==> config.mk <==
export PLATFORM = sky130hd
export DESIGN_NAME = conv_cfg_master
export DESIGN_NICKNAME = d
export VERILOG_FILES = /design/src/rtl/conv_cfg_pkg.sv /design/src/rtl/conv_job_fifo.sv /design/src/rtl/conv_cfg_master.sv
export SDC_FILE = /design/constraint.sdc
export NUM_CORES = 1
export LEC_CHECK = 0
export ABC_AREA = 1
export CORE_MARGIN = 2
export CORE_UTILIZATION = 45
export CTS_CLUSTER_DIAMETER = 100
export DETAILED_ROUTE_END_ITERATION = 6
export PLACE_DENSITY_LB_ADDON = 0.08
export RECOVER_POWER = 50
export SLEW_MARGIN = 20
export SYNTH_ARGS = -nofsm -noshare
export SYNTH_HDL_FRONTEND = slang
export SYNTH_HIERARCHICAL = 1
export SYNTH_SLANG_ARGS = --single-unit
==> constraint.sdc <==
create_clock -name clk -period 3.53 [get_ports clk]
set_input_delay 0.706 -clock clk [delete_from_list [all_inputs] [get_ports clk]]
set_output_delay 0.706 -clock clk [all_outputs]
set_load 0.05 [all_outputs]
==> src/rtl/conv_cfg_pkg.sv <==
// Shared field layout, word width and FSM state encoding for the conv config master.
package conv_cfg_pkg;

    localparam int MUL_W   = 5;
    localparam int ACCU_W  = 5;
    localparam int KSH_W   = 6;
    localparam int KCNT_W  = 6;
    localparam int ICNT_W  = 10;
    localparam int OCNT_W  = 10;

    localparam int MUL_LSB   = 0;
    localparam int ACCU_LSB  = 5;
    localparam int KSH_LSB   = 10;
    localparam int KCNT_LSB  = 16;
    localparam int ICNT_LSB  = 22;
    localparam int OCNT_LSB  = 32;
    localparam int VALID_BIT = 42;

    localparam int JOB_W  = 42;
    localparam int DATA_W = 128;

    typedef enum logic [1:0] {
        ST_IDLE  = 2'd0,
        ST_ISSUE = 2'd1,
        ST_WAIT  = 2'd2,
        ST_RESP  = 2'd3
    } state_e;

    // Stored job fields sit at their final offsets, so packing only adds the valid bit.
    function automatic logic [DATA_W-1:0] pack_word(input logic [JOB_W-1:0] job);
        return {{(DATA_W-JOB_W-1){1'b0}}, 1'b1, job};
    endfunction

endpackage

==> src/rtl/conv_job_fifo.sv <==
// Two-entry job FIFO; full/empty come straight from the occupancy count.
module conv_job_fifo
    import conv_cfg_pkg::*;
#(
    parameter int WIDTH = JOB_W
) (
    input  logic             clk,
    input  logic             rst,
    input  logic             push_i,
    input  logic [WIDTH-1:0] wdata_i,
    input  logic             pop_i,
    output logic [WIDTH-1:0] rdata_o,
    output logic             full_o,
    output logic             empty_o
);

    logic [WIDTH-1:0] mem_q [2];
    logic             wr_ptr_q;
    logic             rd_ptr_q;
    logic [1:0]       cnt_q;
    logic             do_push;
    logic             do_pop;

    assign full_o  = (cnt_q == 2'd2);
    assign empty_o = (cnt_q == 2'd0);
    assign do_push = push_i & ~full_o;
    assign do_pop  = pop_i & ~empty_o;
    assign rdata_o = mem_q[rd_ptr_q];

    always_ff @(posedge clk) begin
        if (do_push) begin
            mem_q[wr_ptr_q] <= wdata_i;
        end
    end

    always_ff @(posedge clk) begin
        if (rst) begin
            wr_ptr_q <= 1'b0;
            rd_ptr_q <= 1'b0;
            cnt_q    <= 2'd0;
        end else begin
            if (do_push) wr_ptr_q <= ~wr_ptr_q;
            if (do_pop)  rd_ptr_q <= ~rd_ptr_q;
            case ({do_push, do_pop})
                2'b10:   cnt_q <= cnt_q + 2'd1;
                2'b01:   cnt_q <= cnt_q - 2'd1;
                default: cnt_q <= cnt_q;
            endcase
        end
    end

endmodule

==> src/rtl/conv_cfg_master.sv <==
// Buffers host jobs, issues each as a packed config word with a start strobe,
// then waits for the accelerator's done pulse or a timeout.
module conv_cfg_master
    import conv_cfg_pkg::*;
#(
    parameter int TIMEOUT_CYCLES = 65535
) (
    input  logic              clk,
    input  logic              rst,
    input  logic              job_valid,
    output logic              job_ready,
    input  logic [MUL_W-1:0]  mul_shift_i,
    input  logic [ACCU_W-1:0] accu_shift_i,
    input  logic [KSH_W-1:0]  kernel_shift_i,
    input  logic [KCNT_W-1:0] kernel_count_i,
    input  logic [ICNT_W-1:0] input_count_i,
    input  logic [OCNT_W-1:0] output_count_i,
    output logic [DATA_W-1:0] data_out,
    output logic              control,
    input  logic              done,
    output logic              busy,
    output logic              job_done,
    output logic              timeout_err,
    output logic              cfg_err,
    output logic [15:0]       jobs_completed
);

    localparam logic [15:0] TO_LAST = 16'(TIMEOUT_CYCLES - 1);

    state_e            state_q, state_d;
    logic [15:0]       cnt_q, cnt_d;
    logic [DATA_W-1:0] data_q;
    logic [15:0]       jobs_q;
    logic              cfg_err_q;

    logic              accept, bad_cfg, push, pop;
    logic              fifo_full, fifo_empty;
    logic [JOB_W-1:0]  fifo_rdata;
    logic              timeout_hit;

    assign accept  = job_valid & job_ready;
    assign bad_cfg = (kernel_count_i == '0) | (input_count_i == '0);
    assign push    = accept & ~bad_cfg;
    assign pop     = (state_q == ST_IDLE) & ~fifo_empty;

    conv_job_fifo #(.WIDTH(JOB_W)) u_fifo (
        .clk     (clk),
        .rst     (rst),
        .push_i  (push),
        .wdata_i ({output_count_i, input_count_i, kernel_count_i,
                   kernel_shift_i, accu_shift_i, mul_shift_i}),
        .pop_i   (pop),
        .rdata_o (fifo_rdata),
        .full_o  (fifo_full),
        .empty_o (fifo_empty)
    );

    assign timeout_hit = (state_q == ST_WAIT) && (cnt_q == TO_LAST);

    always_comb begin
        state_d = state_q;
        cnt_d   = cnt_q;
        case (state_q)
            ST_IDLE:  if (!fifo_empty) state_d = ST_ISSUE;
            ST_ISSUE: begin
                state_d = ST_WAIT;
                cnt_d   = '0;
            end
            // done takes priority over an expiring timeout
            ST_WAIT: begin
                if (done)             state_d = ST_RESP;
                else if (timeout_hit) state_d = ST_IDLE;
                else                  cnt_d   = cnt_q + 16'd1;
            end
            ST_RESP:  state_d = ST_IDLE;
            default:  state_d = ST_IDLE;
        endcase
    end

    always_ff @(posedge clk) begin
        if (rst) begin
            state_q   <= ST_IDLE;
            cnt_q     <= '0;
            data_q    <= '0;
            jobs_q    <= '0;
            cfg_err_q <= 1'b0;
        end else begin
            state_q   <= state_d;
            cnt_q     <= cnt_d;
            cfg_err_q <= accept & bad_cfg;
            // Word is latched on the pop so it is already valid during ISSUE
            if (pop)                 data_q <= pack_word(fifo_rdata);
            if (state_q == ST_RESP)  jobs_q <= jobs_q + 16'd1;
        end
    end

    assign job_ready      = ~fifo_full;
    assign data_out       = data_q;
    assign control        = (state_q == ST_ISSUE);
    assign busy           = (state_q != ST_IDLE);
    assign job_done       = (state_q == ST_RESP);
    assign timeout_err    = timeout_hit & ~done;
    assign cfg_err        = cfg_err_q;
    assign jobs_completed = jobs_q;

endmodule
* After elaboration in Yosys (flattened, before gate mapping) *
Memories as Yosys holds them, arrays and structs flattened. A register that Yosys moved wholly into a read port is not among the register bits.
Cells that the tools add are included.

word-level totals
  register bits = 82
  RAM bits = 84
  input port bits = 46
  output and inout port bits = 150
  logic and storage cells = 58
  memories kept = 1

memories
  memory        depth  width  rd ports  clocked after Yosys merged registers in  wr ports  line                 RTL
  u_fifo.mem_q  2      42     1         1                                        1         conv_job_fifo.sv:17  logic [WIDTH-1:0] mem_q [2];

operators by class
  add/sub/neg operators = 4
  equality and inequality tests = 11
  muxes and demuxes = 10
  bitwise gates (word level) = 14
  reductions and logical operators = 10

operators with widths
  operator                 number
  $add A16 B1 Y16 const B  2
  $mux W16                 2
  $pmux W16 S2             1
  $eq A16 B16 Y1 const B   1
  $logic_not A10 Y1        1
  $eq A2 B2 Y1 const B     4
  $pmux W2 S4              1
  $and A1 B1 Y1            7
  $logic_not A6 Y1         1
  $mux W2                  3
  $ne A2 B2 Y1 const B     3
  $not A1 Y1               6
  $reduce_bool A2 Y1       3
  $eq A2 B1 Y1 const B     2
  $logic_not A2 Y1         2
  $pmux W2 S2              1
  $ne A3 B3 Y1 const B     1
  $reduce_and A3 Y1        1
  $add A2 B1 Y2 const B    1
  $mux W1                  2
  $reduce_and A2 Y1        1
  $sub A2 B1 Y2 const B    1
  $logic_and A1 B1 Y1      1
  $or A1 B1 Y1             1

* Longest topological paths before layout *
Gate-level depths: netlist of the first run.

  depth in word-level cells = 7
  depth in mapped cells = 14
  depth with buffers taken out = 14

* Hierarchy *
Netlist of the first run, hierarchy kept.

by module, submodules not included
  module           times used  cells each  area an instance (µm²)  sequential area each (µm²)
  conv_cfg_master  1           592         4227.8                  1561.5
  conv_job_fifo    1           171         3482.1                  2622.5

* Worst setup path before layout of the first run *
Ideal clock, no wire load.

  path kind = reg2reg
  from = register u_fifo.cnt_q[0]
  to = memory u_fifo/mem_q[0][0] (netlist name) (enable)
  setup time = 0.441 ns
  arrival time = 3.018 ns
  required time = 3.089 ns
  setup slack = 0.070 ns
  stages on the path, launching flop included = 9
  buffers on the path = 0
  period minus slack after synthesis = 3.460 ns
  cells stage by stage = dfxtp_1 > nor2_1 > inv_1 > nand2_1 > nor2_1 > inv_1 > nor2_1 > inv_1 > nor2_1

between the ends
  word-level cells in the longest chain between the ends = 7

ends and longest elaborated chain
  what                           line                   RTL
  from (decl)                    conv_job_fifo.sv:20    logic [1:0] cnt_q;
  from (signal assigned)         conv_job_fifo.sv:45    2'b10: cnt_q <= cnt_q + 2'd1;
  from (signal assigned)         conv_job_fifo.sv:46    2'b01: cnt_q <= cnt_q - 2'd1;
  from (signal assigned)         conv_job_fifo.sv:47    default: cnt_q <= cnt_q;
  $eq A2 B2 Y1                   conv_job_fifo.sv:24    assign full_o = (cnt_q == 2'd2);
  net fifo_full                  conv_cfg_master.sv:37  logic fifo_full, fifo_empty;
  $not A1 Y1                     conv_cfg_master.sv:97  assign job_ready = ~fifo_full;
  net job_ready                  conv_cfg_master.sv:11  output logic job_ready,
  $and A1 B1 Y1                  conv_cfg_master.sv:41  assign accept = job_valid & job_ready;
  $and A1 B1 Y1                  conv_cfg_master.sv:43  assign push = accept & ~bad_cfg;
  net push                       conv_cfg_master.sv:36  logic accept, bad_cfg, push, pop;
  $and A1 B1 Y1                  conv_job_fifo.sv:26    assign do_push = push_i & ~full_o;
  $mux W1                        conv_job_fifo.sv:31    if (do_push) begin
  $mux W1 (implied by the code)  conv_job_fifo.sv:32    mem_q[wr_ptr_q] <= wdata_i;
  to (decl)                      conv_job_fifo.sv:17

The timed path passes the listed nets, and every way through them passes these cells.

* Worst setup path in the final report of the first run *
  from = register state_q[0]
  to = output timeout_err

between the ends
  word-level cells in the longest chain between the ends = 3

ends and longest elaborated chain
  what                    line                    RTL
  from (decl)             conv_cfg_master.sv:30   state_e state_q, state_d;
  from (signal assigned)  conv_cfg_master.sv:88   state_q <= state_d;
  $eq A2 B2 Y1            conv_cfg_master.sv:58   assign timeout_hit = (state_q == ST_WAIT) && (cnt_q == TO_LAST);
  $logic_and A1 B1 Y1     conv_cfg_master.sv:58
  $and A1 B1 Y1           conv_cfg_master.sv:102  assign timeout_err = timeout_hit & ~done;
  to (decl)               conv_cfg_master.sv:23   output logic timeout_err,

No other way between the ends.

==> metrics, run 1 <==
Util after Layout=55.0%; ys flop type=edfxtp_1; largest net degree at the start of global routing=63; Total Power Consumption=0.00777 W; Peak VDD IR=0.000550 V; DP HPWL=10700 um; RSZ-0062 raised after global routing=false; crit start category=flip-flop; syn_area_per_cell=10.1 sq um; final antenna-violating net count=0; PostCTS Resize Cnt=0; io pins=196; worst slew pin tran=1430 ps; Crit-path slowest cell=clkdlybuf4s50_1; cts bufs inserted=17; worst-path fanout max=5; routed length per instance=14.0 um; CTS H-tree lvls=4; Final Hold Fails=0; Synth cell types=36; Vias=5085; worst hold path type=reg2reg; proportion of synthesized chip area in sequential cells=54.3%; CTS tree=yes; core area=16600 sq um; Setup CP Type=reg2out; non-filler instance count after layout=1113; Synth Warn #=6; CP required=2820 ps; Post-Syn Area=7710 sq um; Bufs on Longest Clock Path=2; drt first pass iters=5; FFs w/ async S/R, synth=0%; vias in the first global route=4697; f_max=0.313 GHz; Initial Util=46.3%; Tcrit/Tclk final=90.5%; GP Congestion=0.824; clock skew=21.5 ps; Clock Latency Late Sink=430 ps; post-placement setup slack=600 ps; layout overhead on the synthesized area=18.8%; Setup Buffers After CTS=0; Cells after DPL=1079; GR Util All Layers=17.0%; commonest non-fill, non-tap cell in the layout=nor2_1; initial antenna violation count=2; max cap viols=0; most frequent cells in the layout=nor2_1, conb_1, edfxtp_1; Final min period=3190 ps; First DRT Iteration DRCs=353; site row count=47; Vias/cell=4.57; clock-pin slew on the worst setup and hold paths=60 ps; final worst setup slack=335 ps; Setup TNS=0 ps; final setup fails=0; Clock Root Buffer=clkbuf_16; Die X=135 um; Final Max Slew Viols=0; first-pass GRT wire length=24200 um; DIE HEIGHT=135 um; arrival time worst endpoint=2490 ps; CP Cell Sequence=inv_1 > ha_1 > nand2_1 > inv_1 > nand2_1 > nor2_1 > nand2_4 > nor2_1 > clkdlybuf4s50_1; drt total wl=15600 um; GRT Residual Overflow=0; layout cells sized above 1=12.3%; Crit. End Element=output port; Post-CTS Hold Buffers=0; Rel. slew slack=4.29%; Yosys reg bits=167; outcome=finished, final reports clean; synthesized netlist cell count=763; CTS sink count=167; Max stage delay on crit path=800 ps; PwrDens=848 nW/um^2; Post-synth EDFFs=84; leakage=3.59 nW; Buffers on Ports=110; DR DRC count=0; Die ar.=18200 sq um; final net count=933
critical path, delay by kind of cell, from the launching register on:
kind                       cells  cell delay, ps
DFF                            1             340
adders and majority gates      1             250
buffers and inverters          3            1000
and+or+nand+nor                5             490
state kept, by name, summed over array words and instances, names as in the netlist, named ones only:
name / cells
jobs_completed: 16
u_fifo/rd_ptr_q: 1
u_fifo/mem_q: 84
state_q: 2
u_fifo/wr_ptr_q: 1
data_out: 43
cfg_err: 1
cnt_q: 16
u_fifo/cnt_q: 2
metal layers:
metal | vias up | GRT usage (%) | wire length, um | part of all wire, %
met5 | - | 0 | 0 | 0
met1 | 2352 | 22.2 | 6900 | 44
met3 | 9 | 4.62 | 951 | 6.1
met2 | 151 | 27.6 | 7640 | 49
li1 | 2573 | - | - | -
met4 | 0 | 5.44 | 119 | 0.76
area by class of cell:
cell class / count / area [sq um]
Sequential cell: 167 / 4190
Antenna cell: 2 / 5.00
Inverter: 58 / 218
Timing Repair Buffer: 119 / 1170
Multi-Input combinational cell: 515 / 2770
Fill cell: 1444 / 7480
Clock buffer: 19 / 433
Clock inverter: 13 / 96.3
Tap cell: 220 / 275
cells in the mapped netlist (3+ instances only):
master / n / area, sq um
edfxtp_1: 84 / 2520
mux2_4: 40 / 601
nand3_1: 22 / 110
nor2_1: 149 / 559
inv_2: 3 / 11.3
o21ai_0: 60 / 300
nand4_1: 5 / 31.3
buf_4: 86 / 646
inv_1: 54 / 203
nor2_2: 7 / 43.8
clkbuf_1: 10 / 37.5
a21oi_1: 14 / 70.1
buf_2: 3 / 15.0
ha_1: 9 / 113
nand2_1: 77 / 289
nor3_1: 6 / 30.0
buf_12: 5 / 100
nand2_2: 11 / 68.8
a21oi_2: 10 / 87.6
dfxtp_1: 83 / 1660
power breakdown:
group	switching (W)	internal (W)	total (W)
clock	0.000774	0.000906	0.00168
sequential	0.000251	0.00256	0.00282
combinational	0.00221	0.00106	0.00327
total	0.00324	0.00453	0.00777
worst paths after layout:
path | from | end | slack (ps) | depth (start not counted)
setup / recovery | state_q[0] | timeout_err | 340 | 9
hold reg to reg | u_fifo/rd_ptr_q | flip-flop | 500 | 2
setup reg to reg | state_q[1] | u_fifo/cnt_q[1] | 640 | 12
hold / removal | u_fifo/rd_ptr_q | flip-flop | 500 | 2
through the flow:
step / instance area, sq um / hold WS [ps]
finish: 9160 / 498
global route: 9160 / 532
CTS: 9200 / 502
detailed placement: 8670 / 485
global placement: 8670 / 482
floorplan: 8030 / 467
cell families after synthesis:
logic type	synth area share (%)
simple gates	15.8
flops	54.3
buf+inv	13.5
compound gates	6.36
mux	8.08
fa+ha+maj	1.46
xor+xnor	0.454
other cells	0.0486
Power figures use the tool's default switching activity.
==> inputs of run 2 (changes only) <==
==> constraint.sdc (replaced) <==
create_clock -name clk -period 2.9 [get_ports clk]
set_input_delay 0.58 -clock clk [delete_from_list [all_inputs] [get_ports clk]]
set_output_delay 0.58 -clock clk [all_outputs]
set_load 0.05 [all_outputs]
==> metrics, run 2 (synthesized netlist as in run 1, its figures left out) <==
vias in the first global route=4880; most frequent cells in the layout=nor2_1, conb_1, edfxtp_1; site row count=47; r2r startpoint=state_q[1]; Int Pwr=0.00578 W; Rel. slew slack=34.5%; CP Cell Sequence=inv_1 > ha_1 > nand2_1 > inv_1 > nand2_1 > nor2_4 > nand2_4 > nor2_1 > dlygate4sd2_1; arrival time worst endpoint=2110 ps; non-filler instance count after layout=1113; Initial Util=46.3%; Buffers on Ports=110; Setup TNS=0 ps; Crit-path slowest cell=dlygate4sd2_1; Final Max Slew Viols=0; Crit Reg-Reg Endpoint=cnt_q[7]; Die ar.=18200 sq um; switching share of total power=40.6%; Final min period=2690 ps; GP Congestion=0.825; R2R setup slack=590 ps; core area=16600 sq um; Clock Root Buffer=clkbuf_16; clock skew=10.1 ps; CTS H-tree lvls=4; crit-path leading delay family=buffers and inverters; worst-path fanout max=5; CTS tree=yes; final antenna-violating net count=0; io pins=196; Vias/cell=4.63; DIE HEIGHT=135 um; routed length per instance=13.9 um; cts bufs inserted=17; R2R cell count=7; area of the multi-input gates=2780 sq um; final setup fails=0; post-placement setup slack=301 ps; GRT Residual Overflow=0; Peak VDD IR=0.000727 V; final worst setup slack=211 ps; max reg flops=84; Util after Layout=55.8%; Register Area=4190 sq um; fill count=1430; most flop-heavy register=u_fifo/mem_q; layout cells sized above 1=12.6%; First DRT Iteration DRCs=249; f_max=0.372 GHz; Gate power share=40.4%; final net count=934; Vias=5156; Final Hold Fails=0; Bufs on Longest Clock Path=2; CTS sink count=167; Clock Latency Late Sink=420 ps; CP required=2320 ps; max cap viols=0; GR Util All Layers=17.1%; Setup crit start=state_q[0]; WP buf/inv=3; crit start category=flip-flop; initial antenna violation count=1; Tcrit/Tclk final=92.7%; DR DRC count=0; commonest non-fill, non-tap cell in the layout=nor2_1; drt total wl=15500 um; Sequential Power Share=35.2%; crit path to=timeout_err; layout overhead on the synthesized area=20.4%; outcome=finished, final reports clean; Setup CP Type=reg2out; Max stage delay on crit path=530 ps; PwrDens=1050 nW/um^2; first-pass GRT wire length=24300 um; leakage=3.71 nW; DP HPWL=10700 um; worst slew pin tran=979 ps; switching power=0.00396 W; Cells after DPL=1080; Setup Buffers After CTS=0; Die X=135 um; clock-pin slew on the worst setup and hold paths=60 ps; drt first pass iters=4; largest net degree at the start of global routing=42; RSZ-0062 raised after global routing=false; Clk pwr share=24.4%; Crit. End Element=output port; worst hold path type=reg2reg; Crit path depth=9
## run 2: how the worst min path moves through the flow
stage                       from           endpoint  slack [ps]  depth (start not counted)
2_1_floorplan    u_fifo/rd_ptr_q          flip-flop         470                          2
3_3_place_gp   jobs_completed[0]  jobs_completed[0]         480                          1
3_5_place_dp           cnt_q[13]          cnt_q[13]         490                          2
4_1_cts                cnt_q[13]          cnt_q[13]         500                          2
5_1_grt                cnt_q[13]          cnt_q[13]         530                          2
6_report               cnt_q[13]          cnt_q[13]         500                          2
## run 2: power groups by stage
stage                     Combinational (W)  Sequential, W  Clock (W)
after floorplan                     0.00203        0.00446          0
after global placement              0.00402        0.00346          0
after detailed placement            0.00405        0.00348          0
after CTS                           0.00407        0.00344    0.00242
after global routing                0.00421        0.00349    0.00252
final                               0.00394        0.00343    0.00238
## run 2: layout make-up
type,instances,share of cell area [%]
Inverter,58,2.34
Timing Repair Buffer,120,13.0
Clock buffer,19,4.77
Clock inverter,13,1.91
Multi-Input combinational cell,515,29.9
Sequential cell,167,45.1
Tap cell,220,2.96
Antenna cell,1,0.0270
## run 2: tightest hold or removal path: cells and delay by family (launching register included)
| family | cells | cell delay [ps] |
|---|---|---|
| AO/OA/AOI/OAI | 1 | 60 |
| AND/OR/NAND/NOR | 1 | 70 |
| flip-flops | 1 | 330 |
## run 2: stage by stage
step / area (sq um) / hold WS (ps) / total power, W
3_5_place_dp: 8720 / 490 / 0.00752
3_3_place_gp: 8720 / 476 / 0.00748
4_1_cts: 9340 / 500 / 0.00993
2_1_floorplan: 8030 / 467 / 0.00649
5_1_grt: 9290 / 527 / 0.0102
6_report: 9290 / 500 / 0.00974
## run 2: routing by layer
layer  vias to the layer above  track usage [%]  part of all wire (%)
met4                         0             4.85                  0.94
met5                         -                0                     0
li1                       2570                -                     -
met1                      2415             21.7                    44
met2                       158             28.8                    49
met3                        13             4.65                   5.9
## run 2: timing repair
item                                    4_1_cts  5_1_grt
hold buffers                                  0        0
endpoints found under the setup margin        1        0
gates resized for setup                       1        0
==> inputs of run 3 (changes only) <==
--- a/config.mk
+++ b/config.mk
@@ -10,6 +10,7 @@
 export CORE_UTILIZATION = 45
 export CTS_CLUSTER_DIAMETER = 100
 export DETAILED_ROUTE_END_ITERATION = 6
+export HOLD_SLACK_MARGIN = 0.02
 export PLACE_DENSITY_LB_ADDON = 0.08
 export RECOVER_POWER = 50
 export SLEW_MARGIN = 20
==> results of run 3 <==
Same layout as run 2: the final DEF is identical, and so are final timing and power.
==> RTL change, RTL diff (flow settings as in run 3) <==
The package constant `DATA_W` goes from 128 to 256.
--- a/src/rtl/conv_cfg_pkg.sv
+++ b/src/rtl/conv_cfg_pkg.sv
@@ -19,3 +19,3 @@
     localparam int JOB_W  = 42;
-    localparam int DATA_W = 128;
+    localparam int DATA_W = 256;
 
Ports: changed (resized data_out); port bits go from 196 to 324. The function was not compared with the original's and may differ.
==> RTL change against run 3 <==
  * Utilization down 3.7 points
  * Total power up 4.1%
  * Maximum frequency is 2.5% higher
  * Sequential cell count did not move
  * Die area up 12%
  * Routed wire length increased by 6.5%
  * Final area grew 5.7%
  * Worst setup slack gained 66 ps
  * Synthesized area up 12%
  * Largest power group unchanged
  * Highest routed layer is now met5
==> RTL change: results (changes against run 3) <==
Logic synthesis:
- The sequential fraction of the synthesis area is 48.3% (-6.0 points).
- Sorting the synthesized cells by area gives the leading types as sky130_fd_sc_hd__edfxtp_1 29%, sky130_fd_sc_hd__dfxtp_1 19%, sky130_fd_sc_hd__buf_4 19%.
- By count the netlist is led by 214 x sky130_fd_sc_hd__buf_4, 149 x sky130_fd_sc_hd__nor2_1, 84 x sky130_fd_sc_hd__edfxtp_1.

Cells and area:
- The fraction of layout instances using a drive strength above 1 is 11.4% (-1.2 points).
- The fill cell total of the finished layout was 1721 (+20%).
- The final net count came to 1061 (+14%).

Clock tree:
- The number of gates resized after CTS is 0 (-1).
- After clock tree synthesis, the clock-pin slew on the worst setup and hold paths is 70 ps.

Worst setup path:
- The endpoint identified for the worst register-to-register timing path is cnt_q[10].
- The worst-path maximum fanout is 4 (-1).
- The slack of the worst reg-to-reg path is 740 ps (+150 ps).
- The data arrival time at the worst-slack endpoint is 2040 ps (-70 ps).
- The origin of the critical flop-to-flop path is state_q[0].

Placed design:
- The cell area after placement is 0.00924 mm^2 (+6.0%).
- The final estimated routing congestion in global placement was 0.790 (-4.2%).
- The half-perimeter wire length after detailed placement is 11.5 mm (+8.1%).

Drt:
- The ratio of routed vias to standard cells is 4.21 (-9.2%).
- The post-detailed-route wirelength per cell is 12.9 um (-7.5%).
- The initial detailed-routing violation count is 282 (+13%).

STA:
- The headroom to the max-slew limit is 16.6% (-18 points).
- The final hold slack is 477 ps (-22.1 ps).
- The final clock skew came to 10.3 ps (+0.154 ps).

Pwr:
- The static power due to leakage is 4.05 nW (+9.1%).
- The maximum resistive drop on vdd is 0.736 mV (+1.3%).

Run status:
- The run finished with clean final reports.

Global route:
- The maximum number of pins on one net before global-route repair is 63 (+50%).
- The wire length of the first global-routing pass was 24.9 mm (+2.8%).
- The total track usage is 16.1% (-1.1 points).
- The via count of the first global-routing pass is 4745 (-2.8%).

Hold path:
- In this run the most critical hold path is launched from data_out[42].
- The endpoint with the worst hold slack is data_out[42].
-- RTL change: kinds of logic after synthesis --
| group | Yosys count | share of synthesized area (%) |
|---|---|---|
| AOI/OAI and AO/OA | 89 | 5.66 |
| xor gates and xnor gates | 4 | 0.404 |
| adders and majority gates | 9 | 1.30 |
| buffers and inverters | 293 | 23.1 |
| DFF | 167 | 48.3 |
| muxes | 42 | 7.19 |
| other | 1 | 0.0432 |
| and+or+nand+nor | 286 | 14.1 |
-- RTL change: layout make-up --
class / count / area share (%)
Sequential cell: 167 / 42.7
Multi-Input combinational cell: 643 / 33.2
Timing Repair Buffer: 119 / 12.2
Clock buffer: 18 / 4.48
Tap cell: 260 / 3.32
Inverter: 58 / 2.22
Clock inverter: 14 / 1.84
Antenna cell: 3 / 0.0765
-- RTL change: where the power goes --
group,total [mW],internal (mW),switching (mW)
Combinational,4.42,1.31,3.11
Sequential,3.38,3.12,0.257
Clock,2.35,1.34,1.01
-- RTL change: worst max path at each step --
stage / slack, ps / from / end / cells past startpoint
2_1_floorplan: 140 / u_fifo/cnt_q[0] / u_fifo/mem_q[0][0] / 8
3_3_place_gp: 300 / input_count_i[3] / u_fifo/cnt_q[1] / 14
3_5_place_dp: 240 / input_count_i[3] / u_fifo/cnt_q[1] / 14
4_1_cts: 200 / state_q[0] / busy / 4
5_1_grt: 160 / state_q[0] / timeout_err / 9
6_report: 280 / state_q[0] / busy / 4
-- RTL change: stage by stage --
stage / utilization [%] / cells / power, mW / setup slack, ps
global placement: 49.0 / 1247 / 7.91 / 305
CTS: 52.3 / 1279 / 10.3 / 202
finish: 52.1 / 1282 / 10.1 / 277
detailed placement: 49.0 / 1247 / 7.91 / 242
floorplan: - / 1103 / 6.99 / 139
global route: 52.1 / 1280 / 10.7 / 159
-- RTL change: worst max-delay path, cell delays in order (launching register included) --
cell                              delay (ps)
sky130_fd_sc_hd__dfxtp_1                 390
sky130_fd_sc_hd__inv_1                   110
sky130_fd_sc_hd__ha_1                    240
sky130_fd_sc_hd__inv_1                    80
sky130_fd_sc_hd__clkdlybuf4s50_1         800
-- RTL change: metal layers --
metal	global-route usage, %	vias to the layer above	wire length (um)
met5	0	-	46
met4	5.32	6	207
met3	5.16	20	1080
met2	27.2	185	8060
met1	19.4	2477	7120
li1	-	2705	-
